==> src/rtl/seq_detect_pkg.sv <==
// Shared types and the default vector table for the sequence_detection self-test.
package seq_detect_pkg;

  localparam int VEC_W   = 8;
  localparam int IDX_W   = 4;
  localparam int MAX_VEC = 15;

  typedef enum logic [2:0] {
    IDLE,
    LOAD,
    SETTLE,
    PULSE,
    WAIT,
    CHECK,
    DONE
  } state_t;

  // Indices past the end of the table read as an all-zero vector.
  function automatic logic [VEC_W-1:0] default_vec(input logic [IDX_W-1:0] idx);
    logic [VEC_W-1:0] v;
    case (idx)
      4'd0:    v = 8'h25;
      4'd1:    v = 8'h29;
      4'd2:    v = 8'hB7;
      4'd3:    v = 8'h49;
      4'd4:    v = 8'h0D;
      4'd5:    v = 8'h25;
      4'd6:    v = 8'h56;
      default: v = '0;
    endcase
    return v;
  endfunction

endpackage

==> src/rtl/seq_vector_rom.sv <==
// Combinational vector lookup for the self-test walker.
module seq_vector_rom
  import seq_detect_pkg::*;
(
  input  logic [IDX_W-1:0] idx,
  output logic [VEC_W-1:0] vec
);

  always_comb begin
    vec = default_vec(idx);
  end

endmodule

==> src/rtl/seq_detect_sequencer.sv <==
// Self-test controller: walks the vector table into sequence_detection and checks led.
// state  | meaning
// IDLE   | waiting for start after reset
// LOAD   | drive vector idx onto det_switch
// SETTLE | hold switch stable for SETTLE_CYC cycles
// PULSE  | one-cycle det_button
// WAIT   | SAMPLE_CYC cycles for the detector to respond
// CHECK  | compare det_led with expected bit
// DONE   | result held until the next start
module seq_detect_sequencer
  import seq_detect_pkg::*;
#(
  parameter int          NUM_VEC    = 7,
  parameter int          SETTLE_CYC = 2,
  parameter int          SAMPLE_CYC = 10,
  parameter logic [14:0] EXPECT     = 15'h29
) (
  input  logic             clk,
  input  logic             rst,
  input  logic             start,
  output logic [VEC_W-1:0] det_switch,
  output logic             det_button,
  input  logic             det_led,
  output logic             busy,
  output logic             done,
  output logic             pass,
  output logic [IDX_W-1:0] fail_idx
);

  if (NUM_VEC < 1 || NUM_VEC > MAX_VEC) begin : g_bad_num_vec
    $error("NUM_VEC must be 1..15");
  end
  if (SETTLE_CYC < 1 || SETTLE_CYC > 255) begin : g_bad_settle
    $error("SETTLE_CYC must be 1..255");
  end
  if (SAMPLE_CYC < 1 || SAMPLE_CYC > 255) begin : g_bad_sample
    $error("SAMPLE_CYC must be 1..255");
  end

  localparam logic [7:0]       SETTLE_LOAD = 8'(SETTLE_CYC - 1);
  localparam logic [7:0]       SAMPLE_LOAD = 8'(SAMPLE_CYC - 1);
  localparam logic [IDX_W-1:0] LAST_IDX    = IDX_W'(NUM_VEC - 1);

  state_t           state, state_n;
  logic [IDX_W-1:0] idx, idx_n;
  logic [7:0]       cnt, cnt_n;
  logic [VEC_W-1:0] switch_n;
  logic             pass_n;
  logic [IDX_W-1:0] fail_idx_n;
  logic [VEC_W-1:0] rom_vec;

  seq_vector_rom u_rom (
    .idx (idx),
    .vec (rom_vec)
  );

  always_ff @(posedge clk) begin
    if (rst) begin
      state      <= IDLE;
      idx        <= '0;
      cnt        <= '0;
      det_switch <= '0;
      pass       <= 1'b0;
      fail_idx   <= '0;
    end else begin
      state      <= state_n;
      idx        <= idx_n;
      cnt        <= cnt_n;
      det_switch <= switch_n;
      pass       <= pass_n;
      fail_idx   <= fail_idx_n;
    end
  end

  always_comb begin
    state_n    = state;
    idx_n      = idx;
    cnt_n      = cnt;
    switch_n   = det_switch;
    pass_n     = pass;
    fail_idx_n = fail_idx;
    case (state)
      IDLE, DONE: begin
        if (start) begin
          state_n    = LOAD;
          idx_n      = '0;
          pass_n     = 1'b0;
          fail_idx_n = '0;
        end
      end
      LOAD: begin
        switch_n = rom_vec;
        cnt_n    = SETTLE_LOAD;
        state_n  = SETTLE;
      end
      SETTLE: begin
        if (cnt == '0) state_n = PULSE;
        else           cnt_n   = cnt - 1'b1;
      end
      PULSE: begin
        cnt_n   = SAMPLE_LOAD;
        state_n = WAIT;
      end
      WAIT: begin
        if (cnt == '0) state_n = CHECK;
        else           cnt_n   = cnt - 1'b1;
      end
      CHECK: begin
        if (det_led != EXPECT[idx]) begin
          fail_idx_n = idx;
          pass_n     = 1'b0;
          state_n    = DONE;
        end else if (idx == LAST_IDX) begin
          pass_n  = 1'b1;
          state_n = DONE;
        end else begin
          idx_n   = idx + 1'b1;
          state_n = LOAD;
        end
      end
      default: state_n = IDLE;
    endcase
  end

  assign det_button = (state == PULSE);
  assign done       = (state == DONE);
  assign busy       = (state != IDLE) && (state != DONE);

endmodule

==> config.mk <==
export PLATFORM = sky130hd
export DESIGN_NAME = seq_detect_sequencer
export DESIGN_NICKNAME = d
export VERILOG_FILES = /design/src/rtl/seq_detect_pkg.sv /design/src/rtl/seq_vector_rom.sv /design/src/rtl/seq_detect_sequencer.sv
export SDC_FILE = /design/constraint.sdc
export NUM_CORES = 1
export LEC_CHECK = 0
export ABC_AREA = 1
export ABC_CLOCK_PERIOD_IN_PS = 2400
export BUFFER_PORTS_ARGS = -buffer_cell sky130_fd_sc_hd__buf_2
export CAP_MARGIN = 40
export CORE_MARGIN = 2
export CORE_UTILIZATION = 27
export CTS_CLUSTER_DIAMETER = 80
export DETAILED_ROUTE_END_ITERATION = 12
export SLEW_MARGIN = 20
export SYNTH_ARGS = -nofsm -noshare
export SYNTH_HDL_FRONTEND = slang
export SYNTH_SLANG_ARGS = --single-unit
==> constraint.sdc <==
create_clock -name clk -period 2.4 [get_ports clk]
set_clock_uncertainty 0.05 [all_clocks]
set_input_delay 0.12 -clock clk [delete_from_list [all_inputs] [get_ports clk]]
set_output_delay 0.12 -clock clk [all_outputs]
set_load 0.01 [all_outputs]
=== After elaboration in Yosys (flattened, before gate mapping) ===
Memories as Yosys holds them, arrays and structs flattened. A register that Yosys moved wholly into a read port is not among the register bits.
Index checks and enable logic that the tools add are counted.

* Flip-flop bits (word level): 28
* Bits in read-only memories: 16
* Bits of input ports: 4
* Output and inout port bits: 16
* Word-level logic and storage cells: 69
* Memories: 1

* $add $sub $neg: 2
* $lt $le $gt $ge: 1
* Equal/unequal tests: 22
* Muxes and demuxes: 22
* Reductions and logical operators: 15

{| class="wikitable"
|+ Memories
! memory !! words !! width !! read ports !! clocked after Yosys merged registers in !! wr ports !! line !! RTL
|-
| (no name shown) || 16 || 1 || 1 || 1 || 0 || seq_detect_sequencer.sv:109 || <nowiki>if (det_led != EXPECT[idx]) begin</nowiki>
|}

{| class="wikitable"
|+ Operator list
! cell !! count
|-
| one-hot mux 8 bit (6 select lines) || 1
|-
| two-way mux 4 bit || 6
|-
| one-hot mux 8 bit (3 select lines) || 1
|-
| one-hot mux 3 bit (6 select lines) || 1
|-
| one-hot mux 4 bit (2 select lines) || 2
|-
| two-way mux 3 bit || 5
|-
| != test 2 bit (second input constant) || 7
|-
| == test 4 x 3 -> 1 bit (second input constant) || 3
|-
| == test 3 bit (second input constant) || 3
|-
| AND reduction 3 bit || 3
|-
| == test 4 x 2 -> 1 bit (second input constant) || 2
|-
| logical NOT 8 bit || 1
|-
| two-way mux 8 bit || 1
|-
| subtractor 8 x 1 -> 8 bit (second input constant) || 1
|-
| == test 3 x 2 -> 1 bit (second input constant) || 2
|-
| != test 3 bit (second input constant) || 2
|-
| nonzero test 3 bit || 2
|-
| OR reduction 2 bit || 3
|-
| less-than comparator 4 x 5 -> 1 bit (second input constant) || 1
|-
| adder 4 x 1 -> 4 bit (second input constant) || 1
|-
| == test 4 x 1 -> 1 bit (second input constant) || 1
|-
| logical NOT 4 bit || 1
|-
| two-way mux 1 bit || 4
|-
| AND reduction 4 bit || 1
|-
| other kinds (7) || 7
|}

=== Depth between registers and ports, before layout ===
Gate-level depths: netlist of run 1.

* Depth in word-level cells: 7
* Depth in mapped cells: 14
* Gate-level depth less buffers: 14

=== By module ===
Synthesis of run 1 repeated with hierarchy kept, for this count alone.

* Cell total of the unflattened synthesis: 233
* Area total of the unflattened synthesis: 1592.8 um^2

{| class="wikitable"
|+ Modules (own cells, without submodules)
! module !! instances !! cells an instance !! area each (um^2) !! seq. area each (um^2)
|-
| seq_detect_sequencer || 1 || 215 || 1515.2 || 580.6
|-
| seq_vector_rom || 1 || 18 || 77.6 || 0.0
|}

=== Worst setup path after synthesis of run 1 ===
Ideal clock, no wire load.

* Kind: register to register
* Start point: register idx[0]
* End point: register (tool-made name)
* Library setup time: 110 ps
* Arrival time: 1713 ps
* Data required time: 2240 ps
* Slack: 527 ps
* Cell stages (with the launch flop): 15
* Path buffers: 0
* Period minus slack after synthesis: 1873 ps
* Path through: dfxtp_1 > inv_1 > ha_1 > nand3_1 > nand2_1 > nand2_2 > nand3_4 > inv_2 > nand3_1 > a21oi_1 > ha_1 > inv_1 > nand2_1 > inv_1 > nor2_2

{| class="wikitable"
|+ RTL lines
! item !! line !! RTL
|-
| from (decl) || seq_detect_sequencer.sv:45 || <nowiki>logic [IDX_W-1:0] idx, idx_n;</nowiki>
|-
| from (signal assigned) || seq_detect_sequencer.sv:67 || <nowiki>idx <= idx_n;</nowiki>
|}

==> results.toml, run 1 <==
[placement]
place_inst = 308
place.gp.congestion = 0.876
dpl_cell_area_um2 = 1680
dpl.hpwl_mm = 2.53
io_buffers = 19

[sta]
setup_viol = 0
period_share = 0.883
final_hold_viol_count = 0
slew_headroom = 0.679
max_freq_mhz = 472
tightest_slew_ns = 0.479
rsz0062_at_grt = "false"
finalCriticalPeriod_ns = 2.12
fin_tns_setup_ns = 0
final_max_slew_viol_count = 0

[floorplanning]
fp.dieW_um = 79.3
die_area_um2 = 6280
die_h_um = 79.3
core-area_um2 = 5470
start_util = 0.279
ios = 20
row_count = 27

[setup_path]
r2r-start = "idx[0]$_SDFFE_PP0N_"
r2r_slack_ns = 0.28
cp_common_cell = "inv_1"
path_class = "flop to flop"
cp-end-kind = "flop"
setup.worst_path.start_class = "flop"
reg2reg_depth = 13
cpMaxStageDelayCell = "dfxtp_1"
crit_chain = "inv_1 -> ha_1 -> nand3_1 -> inv_1 -> nor2_1 -> a22oi_1 -> nor2_1 -> inv_2 -> ha_1 -> inv_1 -> nand2_1 -> inv_1 -> nor2_2"
critPathMaxFanout = 6
critPathArrivalTime_ns = 2.26
cp.required_ns = 2.54
max_stage_delay_ns = 0.45

[synthesis]
syn-instance-count = 222
yosys-top-cells-count = "nand2_1 (48), inv_1 (29), dfxtp_1 (28), nor2_1 (23), nand3_1 (21)"
syn_area_um2 = 1530
yosysUniqueCellTypes = 27
yosysMostFrequentCell = "nand2_1"
synthesis.nets = 233
synth_edf_count = 0
synth_area_leader_cell = "dfxtp_1"
synth_area_leaders = "dfxtp_1 (37%), nand2_1 (12%), inv_1 (7.1%)"
async_reset_ff_frac = 0
avgSynthCellArea_um2 = 6.89
ys_ff_latch = 28
synth_ff_type = "dfxtp_1"
ys.warnings.count = 0
yosysSeqAreaShare = 0.367
synthDominantCellAreaShare = 0.367

[global_routing]
grt.total_usage = 0.108
grt_max_degree = 20
grt_pass1_vias = 1243
gr-total-overflow = 0
antenna_found_initial = 0
grt_first_pass_wirelength_mm = 5.42

[final_layout]
stdcell_area_um2 = 1740
areaGrowthSynthToFinish_pct = 13.7
final_nets = 252
layout-drive-gt1-share = 0.142
insertedDiodeCount = 0
final_cells = 312

[cts]
path_clk_slew_ns = 0.10
hold_buffers = 0
cts_setup_buffers = 0
numCtsBuffers = 3
cts_sinks = 28
clockRootBuffer = "clkbuf_8"
h-tree-depth = 1
cts_tree = "yes"
clockBufferDepth = 2
clk-insertion-delay-late_ns = 0.28
cts_resized = 0

[power]
p_leak_nw = 0.855
power_density_nw_per_um2 = 959
ir_drop_mv = 0.269

[worst_hold_path]
hold_start = "rst"
holdCritPathClass = "input port to flop"
hold_end = "state[0]$_SDFFE_PP0P_"
min_path_cells = 2

[job]
drv_cap = 0

[detailed_routing]
drtIter0Drc = 80
postRouteAntennaNets = 0
dr.pass1.iters = 4
drc = 0
routed-via-count = 1412
vias_per_cell = 4.53
wl_per_cell_um = 10.6
drt_wl_total_mm = 3.31

[status]
status = "finished, final reports clean"
==> critical path: cells and delay by family, from the launching register on <==
family	cells	cell delay (ns)
AND/OR/NAND/NOR	5	0.55
buffers and inverters	5	0.33
AO/OA/AOI/OAI	1	0.13
adder cells (fa/ha/maj)	2	0.50
flip-flops	1	0.45
==> how the worst max path moves through the flow <==
stage                                   start  endpoint  slack [ns]
after detailed placement  idx[0]$_SDFFE_PP0N_      flop        0.32
after global routing      idx[0]$_SDFFE_PP0N_      flop        0.14
after global placement    idx[0]$_SDFFE_PP0N_      flop        0.40
after CTS                 idx[0]$_SDFFE_PP0N_      flop        0.29
after floorplan           idx[0]$_SDFFE_PP0N_      flop        0.53
final                     idx[0]$_SDFFE_PP0N_      flop        0.28
==> state kept, by name, indices dropped and copies added, names as in the netlist, named ones only <==
name and count:
pass 1, state 3, cnt 8, det_switch 7
fail_idx 4, idx 4
==> cell usage in the layout, fill, tap and decap left out, drive strengths merged <==
cell type | netlist | final
a21oi | 17 | 17
a22oi | 1 | 1
a31oi | 1 | 1
and2 | 2 | 2
buf | 3 | 19
clkbuf | 2 | 4
clkinv | 1 | 1
dfxtp | 28 | 28
ha | 7 | 7
inv | 32 | 32
nand2 | 52 | 52
nand3 | 23 | 23
nand4 | 4 | 4
nor2 | 25 | 25
o211a | 1 | 1
o21ai | 17 | 17
xnor2 | 2 | 2
xor2 | 4 | 4
==> routing by layer <==
layer,GRT usage,part of all wire,vias to the layer above
met4,0.0603,0.022,0
met5,0,0,-
met3,0.0227,0.033,6
met1,0.139,0.51,634
li1,-,-,749
met2,0.169,0.44,23
==> cell type report <==
type / count / area [um^2]
fill: 645 / 3730
multi-input combinational: 156 / 813
sequential: 28 / 561
inverter: 33 / 124
timing repair buffer: 19 / 95.1
tap: 72 / 90.1
clock buffer: 4 / 55.1
==> report_power, final <==
| group | switching (mW) | internal, mW | total [mW] |
|---|---|---|---|
| Combinational | 0.460 | 0.271 | 0.731 |
| Clock | 0.152 | 0.147 | 0.299 |
| Sequential | 0.0788 | 0.557 | 0.636 |
| Total | 0.691 | 0.975 | 1.67 |
==> through the flow <==
step | utilization | setup slack, ns | hold WS [ns] | power, mW
detailed placement | 0.307 | 0.315 | 0.404 | 1.37
floorplan | - | 0.527 | 0.164 | 1.22
global route | 0.318 | 0.144 | 0.121 | 1.81
global placement | 0.307 | 0.403 | 0.401 | 1.37
CTS | 0.318 | 0.293 | 0.121 | 1.68
finish | 0.318 | 0.281 | 0.113 | 1.67
==> cell families after synthesis <==
logic type,synth area share
buffers and inverters,0.101
xor gates and xnor gates,0.0344
AOI/OAI and AO/OA,0.127
adders and majority gates,0.0573
DFF,0.367
and+or+nand+nor,0.313
No activity file was read; power rests on OpenSTA's default activity.
==> run 2, diff against run 1 <==
--- a/config.mk
+++ b/config.mk
@@ -11,3 +11,2 @@
 export CAP_MARGIN = 40
-export CORE_MARGIN = 2
 export CORE_UTILIZATION = 27
==> constraint.sdc (replaced) <==
create_clock -name clk -period 2.4 [get_ports clk]
set_clock_uncertainty 0.05 [all_clocks]
set_input_delay 0 -clock clk [delete_from_list [all_inputs] [get_ports clk]]
set_output_delay 0 -clock clk [all_outputs]
set_load 0.01 [all_outputs]
==> results.toml, run 2 (synthesis gave the netlist of run 1 again) <==
[cts]
cts_setup_buffers = 0
numCtsBuffers = 3
clockRootBuffer = "clkbuf_8"
path_clk_slew_ns = 0.09
hold_buffers = 0
cts_tree = "yes"
clockBufferDepth = 2
h-tree-depth = 1
cts_resized = 0
cts_sinks = 28
clk-insertion-delay-late_ns = 0.27

[detailed_routing]
postRouteAntennaNets = 0
wl_per_cell_um = 10.1
vias_per_cell = 4.41
dr.pass1.iters = 4
drc = 0
drt_wl_total_mm = 3.15
drtIter0Drc = 104
routed-via-count = 1376

[final_layout]
fin_util = 0.318
final_common_cell = "nand2_1"
fillCellCount = 593
largest_reg_flops = 8
final_cell_mix = "nand2_1 (48), inv_1 (29), dfxtp_1 (28)"
layout-drive-gt1-share = 0.142
areaGrowthSynthToFinish_pct = 13.7
insertedDiodeCount = 0
reg.largest.list = "cnt x8, det_switch x7"
final_nets = 252
stdcell_area_um2 = 1740
top_register = "cnt"

[sta]
slew_headroom = 0.676
finalWorstSetupSlack_ns = 0.344
final_max_slew_viol_count = 0
fin_tns_setup_ns = 0
setup_viol = 0
rsz0062_at_grt = "false"
final_hold_viol_count = 0
period_share = 0.857
finalCriticalPeriod_ns = 2.06
max_freq_mhz = 486
fin_hold_ws_ns = 0.00903
tightest_slew_ns = 0.483

[power]
p_leak_nw = 0.855
ir_drop_mv = 0.240
power_density_nw_per_um2 = 947

[floorplanning]
core-area_um2 = 5470
start_util = 0.279
fp.dieW_um = 77.3
die_h_um = 77.3
row_count = 27
ios = 20
die_area_um2 = 5970

[setup_path]
critPathArrivalTime_ns = 2.19
cp-end-kind = "flop"
r2r_slack_ns = 0.34
crit_start = "idx[0]$_SDFFE_PP0N_"
reg2reg_depth = 13
cp.required_ns = 2.53
setup.worst_path.start_class = "flop"
path_class = "flop to flop"
r2r-start = "idx[0]$_SDFFE_PP0N_"
critPathMaxFanout = 6

[global_routing]
grt_first_pass_wirelength_mm = 5.29
grt.total_usage = 0.111
grt_pass1_vias = 1201
gr-total-overflow = 0
antenna_found_initial = 0
grt_max_degree = 20

[worst_hold_path]
holdCritPathClass = "input port to flop"
min_path_cells = 2
hold_start = "rst"

[placement]
io_buffers = 19
place.gp.congestion = 0.867
dpl_cell_area_um2 = 1680
dpl.hpwl_mm = 2.46
dpl_worst_slack_ns = 0.357

[status]
status = "finished, final reports clean"

[job]
drv_cap = 0
-- run 2: critical path, cell delays in order (launching register included) --
cell	delay, ns
dfxtp_1	0.43
inv_1	0.11
ha_1	0.23
nand3_1	0.11
inv_1	0.06
nor2_1	0.20
a22oi_1	0.13
nor2_1	0.15
inv_2	0.04
ha_1	0.26
inv_1	0.05
nand2_1	0.04
inv_1	0.06
nor2_2	0.04
-- run 2: through the flow --
stage	std cells	power (mW)
finish	312	1.65
global route	312	1.80
CTS	312	1.66
detailed placement	308	1.37
global placement	308	1.37
floorplan	222	1.22
-- run 2: area by class of cell --
cell class	count	area, um^2	share of cell area
Clock buffer	4	55.1	0.0317
Sequential cell	28	561	0.323
Multi-Input combinational cell	156	813	0.468
Timing Repair Buffer	19	95.1	0.0547
Inverter	33	124	0.0713
Tap cell	72	90.1	0.0518
-- run 2: metal layers --
layer / track usage / wire length (um) / share of wire
met4: 0.0679 / 51 / 0.016
met1: 0.150 / 1660 / 0.53
met3: 0.0250 / 103 / 0.033
met2: 0.158 / 1330 / 0.42
met5: 0 / 0 / 0
-- run 2: how the worst min path moves through the flow --
stage	endpoint	slack, ns
CTS	cnt[0]$_SDFFE_PP0P_	0.005
floorplan	idx[1]$_SDFFE_PP0N_	0.04
detailed placement	state[0]$_SDFFE_PP0P_	0.30
finish	state[0]$_SDFFE_PP0P_	0.009
global route	cnt[1]$_SDFFE_PP0P_	0.003
global placement	cnt[1]$_SDFFE_PP0P_	0.29
-- run 2: where the power goes --
group | switching [mW] | internal [mW] | leakage, nW
registers | 0.0767 | 0.557 | 0.228
logic | 0.453 | 0.269 | 0.598
clock network | 0.143 | 0.147 | 0.0288
total | 0.673 | 0.973 | 0.855
